$ cat src/rtl/isr_pkg.sv
// Shared definitions for the interrupt controller: cause indices, widths,
// the repeat mask and the FSM state encoding.
package isr_pkg;

    localparam int NCAUSE = 23;
    localparam int NNMI   = 6;
    localparam int NEV    = 16;
    localparam int NINT   = 6;

    // Causes whose faulting instruction is re-executed after the handler
    // (the two page-fault causes).
    localparam logic [NCAUSE-1:0] REPEAT_MASK = 23'h000018;

    localparam int C_RESET = 0;
    localparam int C_ILL   = 1;
    localparam int C_MAL   = 2;
    localparam int C_PFF   = 3;
    localparam int C_PFLS  = 4;
    localparam int C_TRAP  = 5;
    localparam int C_OVF   = 6;
    localparam int C_EV0   = 7;

    typedef enum logic [1:0] {
        S_BOOT  = 2'd0,
        S_RUN   = 2'd1,
        S_ISR   = 2'd2,
        S_FLUSH = 2'd3
    } isr_state_t;

endpackage

$ cat src/rtl/isr_ctrl_prio_enc.sv
// Lowest-set-bit encoder for the masked cause vector: bit 0 has the
// highest priority. Purely combinational.
module prio_enc
    import isr_pkg::*;
(
    input  logic [NCAUSE-1:0] i_vec,
    output logic [4:0]        o_idx,
    output logic              o_vld
);

    // Scan from the top down so the lowest set bit is the last one written.
    always_comb begin
        o_idx = 5'd0;
        o_vld = 1'b0;
        for (int i = NCAUSE - 1; i >= 0; i--) begin
            if (i_vec[i]) begin
                o_idx = 5'(i);
                o_vld = 1'b1;
            end else begin
                o_idx = o_idx;
                o_vld = o_vld;
            end
        end
    end

endmodule

$ cat src/rtl/isr_ctrl.sv
// Interrupt controller: latches external events, masks causes with the
// status register, selects the highest-priority cause and produces the
// registered jisr/mca/rpt/il set for the SPR file, tracking ISR occupancy
// until eret.
module isr_ctrl
    import isr_pkg::*;
(
    input  logic              clk,
    input  logic              reset,
    input  logic [NINT-1:0]   ca_int,
    input  logic [NEV-1:0]    ev,
    input  logic [NCAUSE-1:0] sr,
    input  logic              ue,
    input  logic              eret,
    output logic              jisr,
    output logic [NCAUSE-1:0] mca,
    output logic              rpt,
    output logic [4:0]        il,
    output logic [NEV-1:0]    pend,
    output logic              in_isr
);

    isr_state_t        r_state;
    isr_state_t        w_state_nxt;
    logic              r_jisr;
    logic [NCAUSE-1:0] r_mca;
    logic              r_rpt;
    logic [4:0]        r_il;
    logic [NEV-1:0]    r_pend;
    logic              r_in_isr;

    logic              w_jisr_nxt;
    logic [NCAUSE-1:0] w_mca_nxt;
    logic              w_rpt_nxt;
    logic [4:0]        w_il_nxt;
    logic [NEV-1:0]    w_pend_nxt;
    logic              w_in_isr_nxt;

    logic [NCAUSE-1:0] w_ca;
    logic [NCAUSE-1:0] w_mask;
    logic [NCAUSE-1:0] w_mca_c;
    logic [4:0]        w_il;
    logic              w_vld;
    logic              w_take;
    logic [NEV-1:0]    w_pend_clr;

    // Internal causes only count at an instruction boundary. Maskable causes
    // are only enabled in RUN; the low non-maskable bits are always enabled.
    assign w_ca    = {r_pend, ca_int & {NINT{ue}}, 1'b0};
    assign w_mask  = (sr & {{(NCAUSE-NNMI){r_state == S_RUN}}, {NNMI{1'b0}}})
                   | {{(NCAUSE-NNMI){1'b0}}, {NNMI{1'b1}}};
    assign w_mca_c = w_ca & w_mask;

    prio_enc u_prio_enc (
        .i_vec (w_mca_c),
        .o_idx (w_il),
        .o_vld (w_vld)
    );

    // In ISR the mask leaves only non-maskable bits, so w_vld alone decides
    // a nested jump there as well as a normal one in RUN.
    assign w_take     = ue && w_vld && ((r_state == S_RUN) || (r_state == S_ISR));
    assign w_pend_clr = w_take ? w_mca_c[C_EV0 +: NEV] : {NEV{1'b0}};
    assign w_pend_nxt = (r_pend & ~w_pend_clr) | ev;

    // State and output registers; reset forces BOOT with all outputs low.
    always_ff @(posedge clk) begin
        if (reset) begin
            r_state  <= S_BOOT;
            r_jisr   <= 1'b0;
            r_mca    <= {NCAUSE{1'b0}};
            r_rpt    <= 1'b0;
            r_il     <= 5'd0;
            r_pend   <= {NEV{1'b0}};
            r_in_isr <= 1'b0;
        end else begin
            r_state  <= w_state_nxt;
            r_jisr   <= w_jisr_nxt;
            r_mca    <= w_mca_nxt;
            r_rpt    <= w_rpt_nxt;
            r_il     <= w_il_nxt;
            r_pend   <= w_pend_nxt;
            r_in_isr <= w_in_isr_nxt;
        end
    end

    // Next-state selection; a cause taken in ISR wins over a simultaneous eret.
    always_comb begin
        w_state_nxt = r_state;
        case (r_state)
            S_BOOT:  w_state_nxt = S_FLUSH;
            S_RUN: begin
                if (w_take) begin
                    w_state_nxt = S_FLUSH;
                end else begin
                    w_state_nxt = S_RUN;
                end
            end
            S_FLUSH: w_state_nxt = S_ISR;
            S_ISR: begin
                if (w_take) begin
                    w_state_nxt = S_FLUSH;
                end else if (ue && eret) begin
                    w_state_nxt = S_RUN;
                end else begin
                    w_state_nxt = S_ISR;
                end
            end
            default: w_state_nxt = S_BOOT;
        endcase
    end

    // Next values of the registered outputs; all jump fields are zero
    // unless a jisr pulse is being registered.
    always_comb begin
        w_jisr_nxt   = 1'b0;
        w_mca_nxt    = {NCAUSE{1'b0}};
        w_rpt_nxt    = 1'b0;
        w_il_nxt     = 5'd0;
        w_in_isr_nxt = r_in_isr;
        case (r_state)
            S_BOOT: begin
                w_jisr_nxt   = 1'b1;
                w_mca_nxt    = 23'h000001;
                w_in_isr_nxt = 1'b1;
            end
            S_RUN, S_ISR: begin
                if (w_take) begin
                    w_jisr_nxt   = 1'b1;
                    w_mca_nxt    = w_mca_c;
                    w_il_nxt     = w_il;
                    w_rpt_nxt    = REPEAT_MASK[w_il];
                    w_in_isr_nxt = 1'b1;
                end else if ((r_state == S_ISR) && ue && eret) begin
                    w_in_isr_nxt = 1'b0;
                end else begin
                    w_in_isr_nxt = (r_state == S_ISR);
                end
            end
            S_FLUSH: w_in_isr_nxt = 1'b1;
            default: w_in_isr_nxt = 1'b0;
        endcase
    end

    assign jisr   = r_jisr;
    assign mca    = r_mca;
    assign rpt    = r_rpt;
    assign il     = r_il;
    assign pend   = r_pend;
    assign in_isr = r_in_isr;

endmodule

$ cat config.mk
export PLATFORM = sky130hd
export DESIGN_NAME = isr_ctrl
export DESIGN_NICKNAME = d
export VERILOG_FILES = /design/src/rtl/isr_pkg.sv /design/src/rtl/isr_ctrl_prio_enc.sv /design/src/rtl/isr_ctrl.sv
export SDC_FILE = /design/constraint.sdc
export NUM_CORES = 1
export LEC_CHECK = 0
export ABC_AREA = 1
export CAP_MARGIN = 5
export CELL_PAD_IN_SITES_DETAIL_PLACEMENT = 1
export CELL_PAD_IN_SITES_GLOBAL_PLACEMENT = 1
export CORE_MARGIN = 4
export CORE_UTILIZATION = 31
export CTS_BUF_LIST = sky130_fd_sc_hd__clkbuf_8
export CTS_CLUSTER_DIAMETER = 30
export DETAILED_ROUTE_END_ITERATION = 10
export GPL_TIMING_DRIVEN = 0
export HOLD_SLACK_MARGIN = 0.1
export PLACE_DENSITY_LB_ADDON = 0.1
export RECOVER_POWER = 25
export SETUP_SLACK_MARGIN = 0.5
export SYNTH_ARGS = -nofsm -noshare
export SYNTH_HDL_FRONTEND = slang
export SYNTH_HIERARCHICAL = 1
export SYNTH_SLANG_ARGS = --single-unit
$ cat constraint.sdc
create_clock -name clk -period 2.9 [get_ports clk]
set_input_delay 0.58 -clock clk [delete_from_list [all_inputs] [get_ports clk]]
set_output_delay 0.58 -clock clk [all_outputs]
set_load 0.01 [all_outputs]
======== Yosys cells after proc, flatten, opt, wreduce, memory -nomap -nowiden ========
Memories as Yosys holds them, arrays and structs flattened. A register that Yosys moved wholly into a read port is not among the register bits.
Index checks and enable logic that the tools add are counted.
cells by class
  add/subtract/negate cells ............... 0
  multiply operators ...................... 0
  divide/modulo/power cells ............... 0
  order comparisons ....................... 0
  eq/ne operators ......................... 3
  shift-type cells ........................ 0
  muxes and demuxes ....................... 58
  bitwise gates (word level) .............. 8
  reductions and logical operators ........ 10
operators by type and width
  cell                                                                    count
  5-bit two-way mux                                                       23
  23-bit AND                                                              2
  23-bit case mux with 2 select lines                                     1
  1-bit two-way mux                                                       26
  23-bit two-way mux                                                      1
  16-bit AND                                                              1
  16-bit two-way mux                                                      1
  16-bit inverter                                                         1
  16-bit OR                                                               1
  2-bit case mux with 4 select lines                                      1
  6-bit AND                                                               1
  2-bit two-way mux                                                       3
  1-bit logical AND                                                       5
  2-bit equality test (second input constant)                             2
  1-bit case mux with 2 select lines                                      2
  2-bit OR reduction                                                      2
  3-bit OR reduction                                                      1
  2-bit by 1-bit equality test with 1-bit output (second input constant)  1
  2-bit logical NOT                                                       1
  1-bit inverter                                                          2
  1-bit logical OR                                                        1
word-level totals
  bits in registers ....................... 48
  bits in latches ......................... 0
  memory bits (writable) .................. 0
  bits in read-only memories .............. 32
  input bits .............................. 49
  output and inout port bits .............. 47
  memories kept ........................... 1
memories
  memory           words  bits a word  rd ports  clocked after memory_dff  wr ports  RTL line         text
  (no name shown)  32     1            1         1                         0         isr_ctrl.sv:132  w_rpt_nxt = REPEAT_MASK[w_il];

======== Longest topological paths before layout ========
Gate-level depths: netlist of the first run.
  word-level depth ........................ 32
  mapped depth ............................ 31
  mapped depth without buffers ............ 29

======== By module ========
The synthesis of the first run kept the hierarchy.
modules (own cells, without submodules)
  module    instances  cells each  area each (um^2)  seq. area each (um^2)
  isr_ctrl  1          252         2108.3            980.9
  prio_enc  1          74          322.8             0.0

======== Worst setup path after synthesis of the first run ========
Ideal clock, no wire load.
  path kind ............................... register to register
  start ................................... register r_state[1]
  end ..................................... register r_rpt, in the netlist rpt
  library setup time ...................... 64 ps
  arrival ................................. 2292 ps
  required time ........................... 2836 ps
  slack ................................... 544 ps
  cell stages (with the launch flop) ...... 32
  path buffers ............................ 2
  cells stage by stage .................... dfxtp_1 inv_1 ha_1 buf_4 buf_6 nand2_1 nor2_1 inv_1 nand2_1 nand2_1 nand2_1 nand2_1 nand2_1 nand2_1 nand2_1 nand2_1 nand2_1 nand2_1 nand2_1 nand2_1 nand2_1 nand2_1 nand2_1 nand2_1 nand2_1 nand2_1 nand2_1 a21oi_2 inv_1 o21ai_0 nand3_1 nor2_1
between the ends
  elaborated cells between the ends (all ways) .. 57
RTL lines
  element                                         RTL line                 text
  start: declaration                              isr_ctrl.sv:23           isr_state_t r_state;
  start signal: assignment                        isr_ctrl.sv:77           r_state <= w_state_nxt;
  2-bit by 1-bit equality test with 1-bit output  isr_ctrl.sv:50           assign w_mask = (sr & {{(NCAUSE-NNMI){r_state == S_RUN}}, {NNMI{1'b0}}})
  23-bit AND                                      isr_ctrl.sv:50
  23-bit AND                                      isr_ctrl.sv:52           assign w_mca_c = w_ca & w_mask;
  net w_mca_c[20]                                 isr_ctrl.sv:41           logic [NCAUSE-1:0] w_mca_c;
  5-bit two-way mux (21 in series)                isr_ctrl_prio_enc.sv:16  if (i_vec[i]) begin
  net w_il[0]                                     isr_ctrl.sv:42           logic [4:0] w_il;
  end signal: assignment                          isr_ctrl.sv:80           r_rpt <= w_rpt_nxt;
  end: declaration                                isr_ctrl.sv:27           logic r_rpt;
The timed path passes the listed nets, and every way through them passes these cells.
A chain may end at the register's enable or synchronous reset.

======== Final worst setup path of the first run ========
  start ................................... register r_state[1]
  end ..................................... register r_rpt, in the netlist rpt
between the ends
  elaborated cells between the ends (all ways) .. 57
RTL lines
  element                                         RTL line
  2-bit by 1-bit equality test with 1-bit output  isr_ctrl.sv:50
  23-bit AND                                      isr_ctrl.sv:50
  23-bit AND                                      isr_ctrl.sv:52
  net w_mca_c[21]                                 isr_ctrl.sv:41
  5-bit two-way mux (22 in series)                isr_ctrl_prio_enc.sv:16
  net w_il[1]                                     isr_ctrl.sv:42
The timed path passes the listed nets, and every way through them passes these cells.

==> results of run 1 <==
==> placed cells by master, fill, tap and decap left out, types with 2 or more instances in the layout <==
cell                              count
sky130_fd_sc_hd__dlymetal6s2s_1       2
sky130_fd_sc_hd__ha_1                 4
sky130_fd_sc_hd__buf_4               27
sky130_fd_sc_hd__dfxtp_4              2
sky130_fd_sc_hd__inv_2                5
sky130_fd_sc_hd__inv_1               65
sky130_fd_sc_hd__dlygate4sd3_1       23
sky130_fd_sc_hd__buf_6                6
sky130_fd_sc_hd__nor2_1              37
sky130_fd_sc_hd__nand2_1             46
sky130_fd_sc_hd__nand2_8              2
sky130_fd_sc_hd__clkbuf_8             5
sky130_fd_sc_hd__nor2_2               4
sky130_fd_sc_hd__conb_1               3
sky130_fd_sc_hd__nand2_2              7
sky130_fd_sc_hd__nor2_4               4
sky130_fd_sc_hd__nand2_4              2
sky130_fd_sc_hd__nor4_1               2
sky130_fd_sc_hd__o21bai_1            16
sky130_fd_sc_hd__clkdlybuf4s50_1     63
sky130_fd_sc_hd__nand3_1              4
sky130_fd_sc_hd__dfxtp_1             47
sky130_fd_sc_hd__nand4_1              2
sky130_fd_sc_hd__nor3_1               2
sky130_fd_sc_hd__a21oi_1             20
sky130_fd_sc_hd__nor3_2              14
==> area by class of cell <==
cell class	instances	area, sq um	area share [%]
clock buffers	5	68.8	1.79
clock inverters	1	5.00	0.130
multi-input cells	182	1110	28.9
well taps	102	128	3.32
plain buffers	25	220	5.73
flip-flops and latches	49	988	25.7
repair buffers	102	1040	27.0
inverters	72	287	7.45
==> power groups by stage <==
stage	combinational (mW)	clock, mW	sequential [mW]
global placement	0.575	0	0.753
floorplan	0.353	0	0.760
finish	0.736	0.379	0.742
CTS	0.680	0.399	0.743
detailed placement	0.585	0	0.755
global route	0.811	0.425	0.748
==> what timing repair did <==
action / in CTS / in global routing
gates cloned: 1 / 1
endpoints found under the setup margin: 48 / 48
setup buffers: 8 / 4
pin swaps: 9 / 24
gates resized for setup: 30 / 22
==> worst max-delay path, cell delays in order (launching register included) <==
cell and delay [ns]:
sky130_fd_sc_hd__dfxtp_4 0.36, sky130_fd_sc_hd__inv_4 0.05, sky130_fd_sc_hd__ha_4 0.15, sky130_fd_sc_hd__buf_6 0.13
sky130_fd_sc_hd__buf_12 0.14, sky130_fd_sc_hd__nand2_8 0.06, sky130_fd_sc_hd__nor2_4 0.04, sky130_fd_sc_hd__buf_4 0.13
sky130_fd_sc_hd__nor3b_2 0.18, sky130_fd_sc_hd__o31ai_1 0.09, sky130_fd_sc_hd__o21ai_1 0.13, sky130_fd_sc_hd__nand2_1 0.06
sky130_fd_sc_hd__nand2_1 0.05, sky130_fd_sc_hd__nand2_1 0.06, sky130_fd_sc_hd__nand2_1 0.07, sky130_fd_sc_hd__a21oi_1 0.07
sky130_fd_sc_hd__a211oi_2 0.29, sky130_fd_sc_hd__inv_1 0.09, sky130_fd_sc_hd__o21ai_0 0.15, sky130_fd_sc_hd__nand3_1 0.09
sky130_fd_sc_hd__nor2_1 0.10
==> routing by layer <==
| metal | track usage, % | vias to the layer above | routed length (um) |
|---|---|---|---|
| li1 | - | 1184 | - |
| met1 | 19.8 | 1033 | 3150 |
| met5 | 0 | - | 0 |
| met4 | 3.86 | 0 | 72 |
| met3 | 3.87 | 6 | 455 |
| met2 | 25.4 | 63 | 3250 |
==> cell families after synthesis <==
group | Yosys count | synth area share [%]
other cells | 1 | 0.154
compound gates | 43 | 11.0
simple gates | 131 | 26.0
flops | 49 | 40.3
buf+inv | 97 | 20.0
fa+ha+maj | 5 | 2.57
==> how the worst max path moves through the flow <==
| stage | endpoint | slack (ns) | cells after the start |
|---|---|---|---|
| 2_1_floorplan | rpt | 0.54 | 31 |
| 3_3_place_gp | rpt | -0.005 | 27 |
| 3_5_place_dp | rpt | -0.06 | 27 |
| 4_1_cts | rpt | 0.33 | 29 |
| 5_1_grt | rpt | 0.03 | 20 |
| 6_report | rpt | 0.35 | 20 |
==> per-stage QoR <==
stage	TNS, ns	setup slack [ns]
floorplan	0	0.544
global placement	-0.00534	-0.00534
detailed placement	-0.0587	-0.0587
CTS	0	0.329
global route	0	0.0323
finish	0	0.346
==> flip-flops by register name (all words and copies together), names as in the netlist <==
name     flops
in_isr       1
jisr         1
r_state      2
il           5
rpt          1
mca         23
pend        16
==> impl_summary.md, run 1 <==
Setup path
The critical path startpoint category is a flip-flop. The endpoint identified for the worst register-to-register timing path is rpt. By startpoint and endpoint, the worst setup path is classified as flip-flop to flip-flop.

The required arrival time at the worst endpoint is about 3.1 ns. In this run the worst setup path begins at r_state[1]. The startpoint of the lowest-slack register-to-register path is r_state[1].

The worst setup slack for register-to-register paths is 0.35 ns. The critical path data arrival time is 2.79 ns. Along the worst path, the maximum fanout reaches 5. The length in cells of the worst reg-to-reg path is 20. The element type at the critical path end is a flip-flop.

Clocking
The post-CTS clock slew at the launch and capture registers of the worst setup and hold paths is roughly 0.090 ns. The CTS buffer count is 5. The number of buffers between clock root and the deepest sink is 2. TritonCTS built the clock tree. Buffers inserted to repair hold after CTS numbered 0. The root buffer cell chosen for the clock tree is sky130_fd_sc_hd__clkbuf_8.

The clock insertion delay at the later pin of the skew report is ~0.30 ns. The number of sinks driven by the clock tree is between 40 and 50. In this run the number of H-tree levels came out at 2.

Routing
The detail route stage leaves a number of antenna-violating nets equal to 0. Before antenna repair, the detailed router went through 4 iterations. The violation count after the first detailed-routing iteration is 42. For this block, the via count after detailed routing is ~2300.

The total wirelength of the detailed-routed design is 6920 um. The total DRC errors in the routed layout is 0. After detailed routing, the number of vias per cell comes to 4.25. After detailed routing, the average wire length per cell comes to approximately 13 um.

Min path
The min-delay analysis places its worst path in the category flip-flop to flip-flop. The worst min-delay path startpoint is pend[4]. For hold timing, the worst endpoint is mca[11]. The worst hold path passes through 2 cells.

Placed design
The post-detailed-placement half-perimeter wirelength is 5140 um. The post-placement cell area is ~3400 sq um. The cell total after placement is around 520. In this run the tool buffered the top-level ports with a little under 90 buffer cells.

At the end of routability-driven placement, the weighted congestion stood at between 0.7 and 0.8.

Power
The net switching fraction of the power is between 30% and 40%. The combinational cell fraction of total power is 39.7%. Sequential cells burn approximately 40% of the power. Overall power consumption after layout is estimated at roughly 1.9 mW.

The internal power of the cells is around 1.2 mW. Summed over all nets, the switching power comes to about 620 uW. The leakage power total is approximately 1.8 nW. The power per cell area is slightly below 500 nW/um^2. The worst-case IR drop observed on VDD is slightly above 0.2 mV.

The clock power share is 20.4%.

Final layout
After filler insertion, the fill cell instance count of the layout stands at 956. For this run, the share of the core covered by cells in the final layout is between 50% and 60%. Relative to the synthesized area, the layout overhead comes to 58.1%. The ratio of cells with drive above 1 in the final layout is ~22%. For this run, the number of standard cells in the final layout without fillers is 538. The number of diodes added for antenna fixing is 0. The design area is around 3800 sq um. The net count of the finished layout is around 490.

Global route
The maximum number of pins on one net before global-route repair is 14. The number of global-route vias before repair is approximately 2400. The first global-routing pass estimated between 10000 and 15000 um of wire. After global routing the overflow that remains totals 0. The initial antenna violation count is 0. The global router's overall resource usage is between 15 and 20%.

Timing
Subtracting the final worst setup slack from the clock period gives approximately 2.6 ns. Setup repair after global routing could not meet its margin everywhere. The tightest hold path in the finished design has a slack of just under 0.5 ns.

The number of slew-limit violations in the final report is 0. Dividing the final minimum period by the clock period gives 88.1%. The actual slew at the worst max-slew pin is between 0.5 and 0.6 ns. Timing would allow up to around 390 MHz. The setup clock skew after layout is roughly 0.012 ns. Setup violations remaining at the end of the flow were counted as 0. The final count of hold timing violations came to 0. The worst pin sits at a relative slew slack of 60.5%.

Floorplanning
Row generation in the floorplan step produced 32 rows. The die width is 96.6 um. The starting density of the core is approximately a third.

The area of the die is about 9300 sq um. The vertical die dimension is between 90 and 100 um. The core area is 7690 sq um. For this design the top-level I/O count stands at 96.

Synth
The largest area contributor in the synthesized netlist is sky130_fd_sc_hd__dfxtp_1. The commonest cells after synthesis are sky130_fd_sc_hd__inv_1 (69), sky130_fd_sc_hd__nand2_1 (55), sky130_fd_sc_hd__dfxtp_1 (49), sky130_fd_sc_hd__nor2_1 (45), sky130_fd_sc_hd__a21oi_1 (20). Synthesis inferred 49 register bits. The mean instance size in the synthesized netlist is around 7.5 sq um. By area the synthesized netlist is led by sky130_fd_sc_hd__dfxtp_1 (40%), sky130_fd_sc_hd__inv_1 (11%), sky130_fd_sc_hd__nand2_1 (8.5%).

The sequential cell area fraction in the yosys report is between 40% and 50%. By instance count, the leading cell after synthesis is sky130_fd_sc_hd__inv_1. After technology mapping, the gate count stands at 326. The fraction of post-synthesis cell area in the top cell type by area is between 40 and 50%. During synthesis, Yosys emitted a total of 6 warnings. The prevailing post-synth register cell is sky130_fd_sc_hd__dfxtp_1.

The count of flip-flops with a built-in enable after synthesis is 0. The area of the mapped netlist is between 2000 and 2500 sq um. Counting flops with an async set or reset pin after synthesis yields a share of 0%. Synthesis instantiated 29 different standard cells from the library.

Outcome
The run finished with clean final reports.

Job
The number of max-cap violations is 0.
No activity file was read; power rests on OpenSTA's default activity.
==> run 2: changes to the inputs <==
--- a/config.mk
+++ b/config.mk
@@ -6,6 +6,7 @@
 export NUM_CORES = 1
 export LEC_CHECK = 0
 export ABC_AREA = 1
+export ABC_CLOCK_PERIOD_IN_PS = 2450
 export CAP_MARGIN = 5
 export CELL_PAD_IN_SITES_DETAIL_PLACEMENT = 1
 export CELL_PAD_IN_SITES_GLOBAL_PLACEMENT = 1
@@ -16,7 +17,7 @@
 export DETAILED_ROUTE_END_ITERATION = 10
 export GPL_TIMING_DRIVEN = 0
 export HOLD_SLACK_MARGIN = 0.1
-export PLACE_DENSITY_LB_ADDON = 0.1
+export PLACE_DENSITY = 0.81
 export RECOVER_POWER = 25
 export SETUP_SLACK_MARGIN = 0.5
 export SYNTH_ARGS = -nofsm -noshare
==> constraint.sdc (replaced) <==
create_clock -name clk -period 2.45 [get_ports clk]
set_input_delay 0.49 -clock clk [delete_from_list [all_inputs] [get_ports clk]]
set_output_delay 0.49 -clock clk [all_outputs]
set_load 0.01 [all_outputs]
==> impl_summary.md, run 2 (synthesized netlist as in run 1, its figures left out) <==
Setup path
The required arrival time at the worst endpoint is 2.68 ns (-0.46 ns). The worst setup path is captured at a flip-flop. The gate family responsible for the most delay along the worst path is simple AND/OR/NAND/NOR gates. The largest incremental delay on the critical path came to 0.57 ns (+0.21 ns). The most common cell type on the critical path is sky130_fd_sc_hd__nand2_1. The setup path with the least slack is of type input pin to flip-flop.

The length in cells of the worst reg-to-reg path is 30 (+50%). STA classifies the critical path startpoint as an input pin. The logic depth of the worst path, buffers included is 27 (+35%).

The critical path data arrival time is 2.82 ns (+0.03 ns). The critical-path maximum fanout was 4 (-1). The slowest stage of the critical path belongs to the cell sky130_fd_sc_hd__clkdlybuf4s50_1. The buffers plus inverters on the worst setup path is 2 (-3).

Final layout
The number of diodes added for antenna fixing is 0 (unchanged). The multi-input logic area was 1210 sq um (+9.2%). Leaving out fill and tap cells, the most frequent cell in the layout is sky130_fd_sc_hd__clkdlybuf4s50_1. The fill cell total of the finished layout is 918 (-4.0%). The final non-filler cell total was 556 (+3.3%). The ratio of cells with drive above 1 in the final layout is 29.1% (+7.3 points).

The layout overhead on the synthesized area is 73.6%. The top cell types in the final layout, fill and taps aside, are sky130_fd_sc_hd__clkdlybuf4s50_1 (77), sky130_fd_sc_hd__inv_1 (65), sky130_fd_sc_hd__dfxtp_1 (47). The number of nets in the final layout is 507 (+3.3%). The flip-flop count of the largest register, all copies and words added came to 23 (unchanged).

The register cell area after layout came to 988 sq um (unchanged).

Placed design
The post-detailed-placement half-perimeter wirelength came to 5320 um (+3.6%). The weighted congestion at the end of routability-driven global placement is 0.771 (+0.85%). The cell total after placement is 518 (unchanged). The placement-stage worst setup slack is -0.370 ns (-0.311 ns). The number of port buffers was 88 (unchanged).

Clocking
The post-CTS clock slew at the launch and capture registers of the worst setup and hold paths is 0.08 ns (about the same). The clock insertion delay at the later pin of the skew report is 0.29 ns (about the same). The buffer type at the clock tree root is sky130_fd_sc_hd__clkbuf_8. The CTS buffer count came to 5 (unchanged). The CTS H-tree depth is 2 (unchanged). The TritonCTS clock tree is done. The number of buffers between clock root and the deepest sink is 2 (unchanged).

The number of sinks driven by the clock tree is 49 (unchanged).

Timing
The worst slew slack as a fraction of its limit is 62.8% (+2.3 points). The worst path setup slack after routing was -0.143 ns (-0.489 ns). The number of slew-limit violations in the final report was 0 (unchanged).

Setup repair after global routing could not meet its margin everywhere. The actual slew at the worst max-slew pin is 0.558 ns (-0.0348 ns). The final count of hold timing violations is 0 (unchanged). The smallest clock period supported by the final layout is computed as 2.59 ns. The maximum clock frequency is between 300 and 400 MHz.

The setup clock skew after layout is 0.00935 ns (-0.00228 ns). The setup-violating endpoint count in the final report is 33 (+33). The fraction of the cycle the final worst path needs is 106%.

Min path
The path class of the tightest hold or removal check is input pin to flip-flop. The worst hold path depth is 3 (+1).

Floorplanning
The count of pins on the block boundary is 96 (unchanged). The number of core rows is 32 (unchanged). The area of the die is 9320 sq um (unchanged). The core area came to 7690 sq um (unchanged). The die width is 96.6 um (unchanged). The starting density of the core is 31.6% (unchanged). The vertical die dimension is 96.6 um (unchanged).

Power
The sequential share of power is 34.0% (-6.0 points). The leakage power total was 1.87 nW (+5.4%). The internal power of the cells was 1.72 mW (+39%). The power per cell area is 612 nW/um^2 (+27%). The combinational cell fraction of total power was 45.6% (+5.9 points). The worst vdd rail ir drop was 0.269 mV (+33%). The net switching fraction of the power is 33.3% (-0.060 points). The power spent charging and discharging nets is 860 uW (+39%). The clock power share is 20.4% (about the same).

Global route
The global router's overall resource usage is 17.5% (+2.2 points). The maximum number of pins on one net before global-route repair is 15 (+1). The wire length of the first global-routing pass is 12500 um (+14%). The initial antenna violation count is 0 (unchanged).

The number of global-route vias before repair is 2614 (+11%). The aggregate global routing overflow came to 0 (unchanged).

Routing
The post-detailed-route wirelength per cell is 14.1 um (+9.7%). The number of vias per cell after detailed routing was 4.32 (+1.8%). The total wirelength of the detailed-routed design is 7850 um (+13%). The total iterations of the first detailed-routing run is 4 (unchanged). The via count is 2404 (+5.2%). The number of antenna-violating nets in the routed design is 0 (unchanged).

The total DRC errors in the routed layout is 0 (unchanged). The violation count after the first detailed-routing iteration is 33 (-21%).

Outcome
The final reports fail on negative setup slack. The flow ran to the end, but the final reports show violations.

Job
The number of max-cap violations is 0 (unchanged).
==> run 2: cell count changes in the layout (fill, tap and decap cells not counted), moves of 4 or more <==
cell,previous run,this run
sky130_fd_sc_hd__buf_16,0,4
sky130_fd_sc_hd__buf_4,27,31
sky130_fd_sc_hd__clkdlybuf4s50_1,63,77
sky130_fd_sc_hd__dlygate4sd3_1,23,11
sky130_fd_sc_hd__nand2_1,46,39
sky130_fd_sc_hd__nand2_2,7,14
sky130_fd_sc_hd__nor2_1,37,30
sky130_fd_sc_hd__nor2_4,4,8
==> run 2: stage by stage <==
| stage | setup TNS [ns] | hold slack [ns] | cell area (sq um) | util (%) | total power, mW |
|---|---|---|---|---|---|
| floorplan | 0 | 0.453 | 2510 | - | 1.35 |
| global placement | -4.02 | 0.475 | 3520 | 45.8 | 1.61 |
| detailed placement | -5.00 | 0.491 | 3520 | 45.8 | 1.63 |
| CTS | -0.106 | 0.464 | 4100 | 53.3 | 2.54 |
| global route | -9.08 | 0.490 | 4220 | 54.9 | 2.74 |
| finish | -1.37 | 0.475 | 4220 | 54.9 | 2.58 |
==> run 2: worst register-to-register path: cells and delay by family, from the launching register on <==
family,cells,cell delay [ns]
fa+ha+maj,1,0.12
compound gates,2,0.22
flops,1,0.36
buf+inv,4,0.36
simple gates,23,1.47
==> run 2: final timing paths <==
path,from,end,slack [ns]
max,sr[21],rpt,-0.14
min,ue,mca[2],0.48
max reg2reg,r_state[1],rpt,-0.13
min reg2reg,pend[6],mca[13],0.50
==> run 2: layout make-up <==
type,count,share of cell area (%)
clock buffer,7,2.28
timing repair buffer,118,29.8
buffer,25,5.69
multi-input combinational,182,28.7
tap,102,3.02
clock inverter,1,0.119
inverter,72,6.91
sequential,49,23.4
==> run 2: per-layer routing <==
layer  part of all wire, %  global-route usage (%)  vias to the layer above  wire (um)
met3                   5.4                    3.64                        8        426
met1                    43                    20.5                     1113       3340
met2                    51                    32.2                       64       3970
met4                   1.4                    4.44                        0        108
met5                     0                       0                        -          0
li1                      -                       -                     1219          -
==> run 2: power groups by stage <==
stage               logic, mW  clock network, mW  registers [mW]
CTS                      1.10              0.552           0.885
global placement        0.708                  0           0.898
finish                   1.18              0.527           0.879
floorplan               0.448                  0           0.905
global route             1.27              0.579           0.886
detailed placement      0.724                  0           0.902
==> run 2: timing repair <==
action                                  in CTS  in global routing
setup buffers                               19                  6
hold buffers                                 0                  0
pin swaps                                    8                 11
cloned                                       4                  1
endpoints found under the setup margin      48                 48
gates resized for setup                     61                 13
==> run 3: changes to the inputs <==
==> constraint.sdc (replaced) <==
create_clock -name clk -period 2.45 [get_ports clk]
set_input_delay 0.49 -clock clk [delete_from_list [all_inputs] [get_ports clk]]
set_output_delay 0.49 -clock clk [all_outputs]
set_load 0.05 [all_outputs]
==> impl_summary.md, run 3 (synthesized netlist as in run 1, its figures left out) <==
Floorplanning
The vertical die dimension is 96.6 um (unchanged). The core area is 7690 sq um (unchanged). The starting density of the core was 31.6% (unchanged). The die width came to 96.6 um (unchanged). The number of core rows is 32 (unchanged). The area of the die is 9320 sq um (unchanged). The count of pins on the block boundary was 96 (unchanged).

Clocking
The post-CTS clock slew at the launch and capture registers of the worst setup and hold paths is 0.08 ns (about the same). The number of buffers between clock root and the deepest sink came to 2 (unchanged). The CTS H-tree depth was 2 (unchanged). The CTS buffer count is 5 (unchanged). The number of sinks driven by the clock tree is 49 (unchanged). The buffer type at the clock tree root is sky130_fd_sc_hd__clkbuf_8. The number of hold buffers added after CTS was 0 (unchanged).

The TritonCTS clock tree is done. The clock insertion delay at the later pin of the skew report is 0.29 ns (about the same).

Global route
The initial antenna violation count came to 0 (unchanged). The wire length of the first global-routing pass is 12500 um (unchanged). The maximum number of pins on one net before global-route repair came to 15 (unchanged).

The aggregate global routing overflow was 0 (unchanged). The global router's overall resource usage is 17.5% (unchanged). The number of global-route vias before repair came to 2614 (unchanged).

Final layout
In the layout the commonest cells are sky130_fd_sc_hd__inv_1 (65), sky130_fd_sc_hd__clkdlybuf4s50_1 (62), sky130_fd_sc_hd__dfxtp_1 (47). The ratio of cells with drive above 1 in the final layout came to 29.1% (unchanged). Leaving out fill and tap cells, the most frequent cell in the layout is sky130_fd_sc_hd__inv_1.

Compared with the post-synthesis result, the final layout area differs by 70.2%. The flip-flop count of the largest register, all copies and words added came to 23 (unchanged). The number of nets in the final layout is 507 (unchanged). The number of diodes added for antenna fixing is 0 (unchanged). The final non-filler cell total is 556 (unchanged).

Timing
The fraction of the cycle the final worst path needs is 106% (+0.16 points). The final sum of negative setup slack came to -1.34 ns (+0.0239 ns). The number of slew-limit violations in the final report is 0 (unchanged). The time the final worst path needs with I/O delays and setup came to 2.60 ns (+0.00387 ns). The tightest hold margin came to 0.477 ns (+0.00123 ns).

The setup clock skew after layout is 0.00800 ns (-0.00136 ns). The final count of hold timing violations is 0 (unchanged). The worst path setup slack after routing was -0.147 ns (-0.00387 ns). The actual slew at the worst max-slew pin is 0.648 ns (+0.0900 ns). Setup repair after global routing could not meet its margin everywhere.

The maximum clock frequency is 385 MHz (-0.15%). The setup-violating endpoint count in the final report is 33 (unchanged). The worst slew slack as a fraction of its limit is 57.0% (-5.8 points).

Outcome
The final reports fail on negative setup slack. The run finished, with violations left.

Setup path
The critical path startpoint category is an input pin. The critical path data arrival time was 2.83 ns (about the same). The required arrival time at the worst endpoint is 2.68 ns (about the same).

The element type at the critical path end is a flip-flop. The class of the most critical setup path is input pin to flip-flop. The critical-path maximum fanout is 4 (unchanged).

Routing
The via count was 2412 (+0.33%). The total DRC errors in the routed layout came to 0 (unchanged). The number of vias per cell after detailed routing is 4.34 (+0.33%). The total iterations of the first detailed-routing run came to 4 (unchanged).

The post-detailed-route wirelength per cell is 14.3 um (+1.1%). The total wirelength of the detailed-routed design is 7940 um (+1.1%). The number of antenna-violating nets in the routed design is 0 (unchanged). The violation count after the first detailed-routing iteration came to 35 (+6.1%).

Power
The leakage power total is 1.85 nW (-1.0%). The power per cell area came to 650 nW/um^2 (+6.2%). The worst vdd rail ir drop was 0.273 mV (+1.5%). The post-route total power is 2.69 mW (+4.1%).

Placed design
The cell total after placement is 518 (unchanged). The number of port buffers is 88 (unchanged). The weighted congestion at the end of routability-driven global placement is 0.771 (unchanged). The post-detailed-placement half-perimeter wirelength is 5320 um (unchanged).

Min path
The path class of the tightest hold or removal check is input pin to flip-flop.

Job
The number of max-cap violations is 0 (unchanged).
-- run 3: layout make-up --
type,count,area (sq um)
inverters,72,292
clock buffers,7,96.3
plain buffers,25,240
repair buffers,118,1180
flip-flops and latches,49,988
well taps,102,128
clock inverters,1,5.00
fillers,933,3550
multi-input cells,182,1210
-- run 3: report_power, final --
| part | internal (mW) | switching (mW) |
|---|---|---|
| sequential | 0.852 | 0.0272 |
| combinational | 0.596 | 0.688 |
| clock | 0.256 | 0.270 |
| total | 1.70 | 0.985 |
-- run 3: what timing repair did --
action,CTS,global route
setup endpoints to repair,64,58
gates resized for setup,77,23
pin swaps,8,11
buffers inserted,19,6
endpoints found under the hold margin,0,0
gates cloned,4,1
-- run 3: final timing paths --
check              from       to  slack (ns)  depth (start not counted)
max              sr[21]      rpt       -0.15                         27
min                  ue   mca[2]        0.48                          3
max reg2reg  r_state[1]      rpt       -0.13                         30
min reg2reg     pend[6]  mca[13]        0.50                          2
-- run 3: worst max-delay path, cell delays in order --
cell and delay, ns:
sky130_fd_sc_hd__clkdlybuf4s50_1 0.57, sky130_fd_sc_hd__nand2_8 0.08, sky130_fd_sc_hd__nor2_4 0.15, sky130_fd_sc_hd__nand2_1 0.07
sky130_fd_sc_hd__nand2_1 0.07, sky130_fd_sc_hd__nand2_1 0.05, sky130_fd_sc_hd__nand2_1 0.05, sky130_fd_sc_hd__nand2_1 0.06
sky130_fd_sc_hd__nand2_1 0.06, sky130_fd_sc_hd__nand2_1 0.05, sky130_fd_sc_hd__nand2_1 0.05, sky130_fd_sc_hd__nand2_1 0.05
sky130_fd_sc_hd__nand2_1 0.05, sky130_fd_sc_hd__nand2_1 0.04, sky130_fd_sc_hd__nand2_1 0.07, sky130_fd_sc_hd__nand2_2 0.07
sky130_fd_sc_hd__nand2_2 0.07, sky130_fd_sc_hd__nand2_2 0.04, sky130_fd_sc_hd__nand2_1 0.05, sky130_fd_sc_hd__nand2_1 0.05
sky130_fd_sc_hd__nand2_1 0.06, sky130_fd_sc_hd__nand2_1 0.06, sky130_fd_sc_hd__a21oi_2 0.16, sky130_fd_sc_hd__inv_2 0.06
sky130_fd_sc_hd__o21ai_2 0.06, sky130_fd_sc_hd__nand3_1 0.09, sky130_fd_sc_hd__nor2_1 0.10
-- run 3: through the flow --
stage                     setup slack [ns]  util, %  cell area (sq um)
final                               -0.147     53.8               4140
after global routing                -0.420     53.8               4140
after CTS                          -0.0802     53.0               4080
after detailed placement            -0.370     45.8               3520
after global placement              -0.307     45.8               3520
after floorplan                      0.219        -               2510
-- run 3: routing by layer --
metal	vias to the layer above	part of all wire, %	track usage [%]
met3	8	5.6	3.64
met1	1122	42	20.5
met4	0	1.4	4.44
met5	-	0	0
met2	64	51	32.2
li1	1218	-	-
